==> config.mk <==
export PLATFORM = sky130hd
export DESIGN_NAME = mq_cxd_fifo
export DESIGN_NICKNAME = d
export VERILOG_FILES = /design/src/rtl/mq_pkg.sv /design/src/rtl/mq_cxd_fifo.sv
export SDC_FILE = /design/constraint.sdc
export NUM_CORES = 1
export LEC_CHECK = 0
export ABC_AREA = 1
export ABC_CLOCK_PERIOD_IN_PS = 2300
export CAP_MARGIN = 20
export CELL_PAD_IN_SITES_DETAIL_PLACEMENT = 0
export CELL_PAD_IN_SITES_GLOBAL_PLACEMENT = 1
export CORE_AREA = 2 2 100 121
export CTS_BUF_LIST = sky130_fd_sc_hd__clkbuf_4 sky130_fd_sc_hd__clkbuf_8 sky130_fd_sc_hd__clkbuf_16
export DETAILED_ROUTE_END_ITERATION = 7
export DIE_AREA = 0 0 102 123
export GPL_ROUTABILITY_DRIVEN = 1
export GPL_TIMING_DRIVEN = 0
export PLACE_DENSITY = 0.89
export RECOVER_POWER = 25
export SKIP_CTS_REPAIR_TIMING = 1
export SLEW_MARGIN = 10
export SYNTH_ARGS = -nofsm -noshare
export SYNTH_HDL_FRONTEND = slang
export SYNTH_SLANG_ARGS = --single-unit
==> constraint.sdc <==
create_clock -name clk -period 2.3 [get_ports clk]
set_input_delay 0.46 -clock clk [delete_from_list [all_inputs] [get_ports clk]]
set_output_delay 0.46 -clock clk [all_outputs]
set_load 0.02 [all_outputs]
==> src/rtl/mq_pkg.sv <==
// Shared definitions for the MQ coder front end: default context width,
// JPEG2000 context indices and the packed CX/D buffer entry.
package mq_pkg;

  localparam int MQ_CX_W = 5;

  typedef enum logic [MQ_CX_W-1:0] {
    CX_ZC0 = 5'd0,  CX_ZC1 = 5'd1,  CX_ZC2 = 5'd2,  CX_ZC3 = 5'd3,
    CX_ZC4 = 5'd4,  CX_ZC5 = 5'd5,  CX_ZC6 = 5'd6,  CX_ZC7 = 5'd7,
    CX_ZC8 = 5'd8,  CX_SC0 = 5'd9,  CX_SC1 = 5'd10, CX_SC2 = 5'd11,
    CX_SC3 = 5'd12, CX_SC4 = 5'd13, CX_MR0 = 5'd14, CX_MR1 = 5'd15,
    CX_MR2 = 5'd16, CX_RL  = 5'd17, CX_UNI = 5'd18
  } mq_cx_e;

  typedef struct packed {
    logic               last;
    logic               d;
    logic [MQ_CX_W-1:0] cx;
  } mq_entry_t;

endpackage

==> src/rtl/mq_cxd_fifo.sv <==
// CX/D buffer between the bit-plane coder and the MQ coder: FWFT head,
// pop on update_flag, one codeblock per drain via the in-band last tag.
module mq_cxd_fifo
  import mq_pkg::*;
#(
  parameter int CX_W     = MQ_CX_W,
  parameter int DEPTH    = 16,
  parameter int AF_LEVEL = 12
) (
  input  logic                       clk,
  input  logic                       rst,
  input  logic                       in_valid,
  output logic                       in_ready,
  input  logic                       in_d,
  input  logic [CX_W-1:0]            in_cx,
  input  logic                       in_last,
  output logic                       out_valid,
  output logic                       out_d,
  output logic [CX_W-1:0]            out_cx,
  input  logic                       update_flag,
  output logic                       flush_req,
  output logic [$clog2(DEPTH+1)-1:0] level,
  output logic                       almost_full,
  output logic                       err_underflow,
  output logic                       err_overflow
);

  localparam int PW = $clog2(DEPTH);
  localparam int LW = $clog2(DEPTH+1);
  localparam int EW = CX_W + 2;

  logic [EW-1:0] mem_q [DEPTH];
  logic [PW-1:0] wp_q, wp_d, rp_q, rp_d;
  logic [LW-1:0] level_q, level_d;
  logic          pend_q, pend_d;
  logic          flush_q, flush_d;
  logic          af_q, af_d;
  logic          eu_q, eu_d;
  logic          eo_q, eo_d;

  logic          full, empty, push, pop, head_last;
  logic [EW-1:0] head;

  assign full      = (level_q == LW'(DEPTH));
  assign empty     = (level_q == '0);
  assign head      = mem_q[rp_q];
  assign head_last = head[CX_W+1];

  // Ready comes only from registered state, so no update_flag -> in_ready path.
  assign in_ready  = ~full & ~pend_q;
  assign out_valid = ~empty;
  assign out_d     = head[CX_W];
  assign out_cx    = head[CX_W-1:0];

  assign push = in_valid & in_ready;
  assign pop  = update_flag & ~empty;

  always_comb begin
    wp_d    = wp_q;
    rp_d    = rp_q;
    level_d = level_q;
    if (push) wp_d = wp_q + PW'(1);
    if (pop)  rp_d = rp_q + PW'(1);
    if (push & ~pop)      level_d = level_q + LW'(1);
    else if (~push & pop) level_d = level_q - LW'(1);
    // Pushes are blocked while pending, so set and clear never collide.
    pend_d  = (pend_q & ~(pop & head_last)) | (push & in_last);
    flush_d = pop & head_last;
    af_d    = (level_d >= LW'(AF_LEVEL));
    eu_d    = eu_q | (update_flag & empty);
    eo_d    = eo_q | (in_valid & full & ~pend_q);
  end

  always_ff @(posedge clk or posedge rst) begin
    if (rst) begin
      wp_q    <= '0;
      rp_q    <= '0;
      level_q <= '0;
      pend_q  <= 1'b0;
      flush_q <= 1'b0;
      af_q    <= 1'b0;
      eu_q    <= 1'b0;
      eo_q    <= 1'b0;
    end else begin
      wp_q    <= wp_d;
      rp_q    <= rp_d;
      level_q <= level_d;
      pend_q  <= pend_d;
      flush_q <= flush_d;
      af_q    <= af_d;
      eu_q    <= eu_d;
      eo_q    <= eo_d;
    end
  end

  // Storage is deliberately left unreset.
  always_ff @(posedge clk) begin
    if (push) mem_q[wp_q] <= {in_last, in_d, in_cx};
  end

  assign flush_req     = flush_q;
  assign level         = level_q;
  assign almost_full   = af_q;
  assign err_underflow = eu_q;
  assign err_overflow  = eo_q;

endmodule
==> flow_summary.yaml <==
worst_setup_path:
  cp_max_fo: 10
  r2r-start: "level[0]"
  required_ns: 1.84
  crit_path_end_kind: "primary output"
  setup.worst_path.class: "flop to primary output"
  crit_arrival_ns: 1.99
  r2r_end: "mem_q[13][6]"
  ff2ff_path_depth: 7
  start_kind: "flop"
  reg2reg_slack_ns: -0.06
cells_and_area:
  nets: 524
  fin_util_pct: 59.9
  drive_gt1_share_pct: 20.6
  syn_to_final_growth_pct: 24.6
  stdcell_count: 676
  diodes: 0
  postLayoutCellArea_um2: 6840
clock_tree:
  cts.sinks: 130
  cts_tree: "yes"
  htreeDepth: 4
  cts_buffer_depth: 2
  cts-root-buf: "clkbuf_16"
  clk_latency_ns: 0.42
  cts.clk_slew.worst_paths_ns: 0.05
  cts_buffers: 17
yosys:
  syn_inst: 450
  yosysSeqAreaShare_pct: 69.5
  syn_avg_cell_area_um2: 12.2
  synth.net_count: 468
  ys.warnings.count: 0
  ys_ff_latch: 130
  ys_types: 33
  syn_area_um2: 5490
power_and_ir_drop:
  power.share.sequential_pct: 31.7
  p_per_area_nw_per_um2: 1420
  power_switching_mw: 3.62
  clockPowerShare_pct: 26.4
  ir_worst_vdd_v: 0.000852
  power.leakage_nw: 2.54
  combPwrFrac_pct: 41.9
  intPower_mw: 6.08
  p_total_mw: 9.70
  swShare_pct: 37.3
place:
  io_buffer_count: 27
  hpwl_um: 8780
  dp_slack_ns: -0.553
  gp_congestion: 0.810
  dpl_cell_area_um2: 5960
  placed_cells: 635
timing:
  grt_setup_unrepaired: "yes"
  max_freq_ghz: 0.408
  hold_viol: 0
  tightest_slew_ns: 0.834
  worst_hold_slack_ns: 0.467
  relSlewSlack_pct: 44.2
  setup-violations-final: 28
  period_share_pct: 107
  fin_worst_skew_ns: 0.00768
  worst_slack_ns: -0.153
  tns_ns: -1.33
  drv_slew: 0
  fin_crit_ns: 2.45
job:
  maxCapViolCount: 0
route:
  dr.pass1.iters: 5
  viasPerCell: 5.62
  via_count: 3798
  drc: 0
  avgRoutedWirePerCell_um: 21.1
  wl_um: 14300
  drt_iter0_markers: 324
  ant_nets: 0
global_route:
  grt_pass1_vias: 3877
  track_usage_pct: 24.1
  grt_max_degree: 19
  grt_overflow: 0
  grt_pass1_wl_um: 21300
  antenna_found_initial: 0
worst_hold_path:
  hold_end: "err_overflow"
  hp-start: "err_overflow"
  hold_depth: 1
  hp-class: "flop to flop"
run_status:
  violations: "setup timing"
  status: "finished with violations"
die:
  rows: 43
  die_area_um2: 12500
  die_width_um: 102
  ios: 28
  coreArea_um2: 11400
  die_h_um: 123
  initial_core_util_pct: 48.1
-- power by group through the flow --
stage | logic (mW) | registers (mW) | clock network [mW]
2_1_floorplan | 2.01 | 3.15 | 0
3_3_place_gp | 3.27 | 3.10 | 0
3_5_place_dp | 3.36 | 3.11 | 0
4_1_cts | 3.40 | 3.07 | 2.57
5_1_grt | 4.34 | 3.10 | 2.67
6_report | 4.06 | 3.07 | 2.56
-- cell type report --
| cell class | count | area, um2 |
|---|---|---|
| fillers | 906 | 4570 |
| clock inverters | 12 | 116 |
| well taps | 157 | 196 |
| multi-input cells | 266 | 1510 |
| plain buffers | 23 | 248 |
| clock buffers | 20 | 448 |
| flip-flops and latches | 130 | 3820 |
| inverters | 31 | 121 |
| repair buffers | 37 | 380 |
-- flip-flops by register name, indices dropped and copies added, names as in the netlist --
register       cells
mem_q            112
level              5
rp_q               4
wp_q               4
almost_full        1
err_overflow       1
err_underflow      1
flush_req          1
pend_q             1
-- worst max path at each step --
| stage | startpoint | endpoint | slack [ns] | cells past startpoint |
|---|---|---|---|---|
| after detailed placement | rp_q[1] | out_cx[4] | -0.55 | 7 |
| final | rp_q[1] | out_cx[4] | -0.15 | 7 |
| after CTS | rp_q[1] | out_cx[4] | -1.01 | 7 |
| after floorplan | level[0] | mem_q[11][0] | 0.24 | 5 |
| after global routing | rp_q[0] | out_cx[4] | -0.20 | 8 |
| after global placement | in_valid | mem_q[3][5] | -0.49 | 5 |
-- critical path, stage by stage, from the launching register on --
cell,delay [ns]
dfrtp_1,0.40
inv_1,0.11
buf_2,0.26
o21ai_0,0.14
o221ai_1,0.24
o211ai_1,0.16
nand2_1,0.14
buf_6,0.13
-- cell usage after synthesis, drive strengths merged --
| master | number | area [um2] |
|---|---|---|
| clkbuf | 7 | 26.3 |
| nand4 | 3 | 18.8 |
| xor2 | 10 | 87.6 |
| ha | 7 | 87.6 |
| o22ai | 8 | 50.1 |
| nor2 | 69 | 283 |
| nor3 | 2 | 10.0 |
| nand3 | 19 | 113 |
| inv | 30 | 115 |
| or2 | 1 | 6.26 |
| o21ai | 54 | 270 |
| clkinv | 1 | 3.75 |
| edfxtp | 112 | 3360 |
| o221ai | 16 | 140 |
| buf | 16 | 101 |
| nand2 | 65 | 272 |
| a21oi | 1 | 5.00 |
| dfrtp | 18 | 450 |
| a21o | 1 | 7.51 |
| o21bai | 1 | 7.51 |
| o211ai | 9 | 67.6 |
-- per-layer routing --
layer	vias to the layer above	track usage [%]	wire length, um
met3	39	5.82	1110
li1	1713	-	-
met2	207	42.0	7540
met1	1839	27.8	5210
met4	0	11.5	425
met5	-	0	0
-- kinds of logic after synthesis --
kind of cell / count (synthesis) / share of synthesized area, %
AND/OR/NAND/NOR: 159 / 12.8
flip-flops: 130 / 69.5
AO/OA/AOI/OAI: 90 / 9.99
buffers and inverters: 54 / 4.49
XOR/XNOR: 10 / 1.60
adder cells (fa/ha/maj): 7 / 1.60
-- placed cells by master, fill, tap and decap left out, types with 4 or more instances in the layout --
cell type        netlist  final
buf_12                 0      5
buf_2                  9      6
buf_4                  4     10
buf_6                  2     12
clkbuf_16              0     18
clkbuf_4               0      7
clkdlybuf4s50_1        0     14
clkinv_1               1      4
clkinv_2               0      4
dfrtp_1               18     15
dlygate4sd3_1          0      5
edfxtp_1             112    112
ha_1                   7      7
inv_1                 26     26
nand2_1               60     60
nand3_1               17     17
nor2_1                67     53
nor2_2                 0     12
o211ai_1               9      9
o21ai_0               52     40
o21ai_1                2     12
o221ai_1              16     14
o22ai_1                8      6
xor2_1                10     10
(Power assumes the default switching activity.)
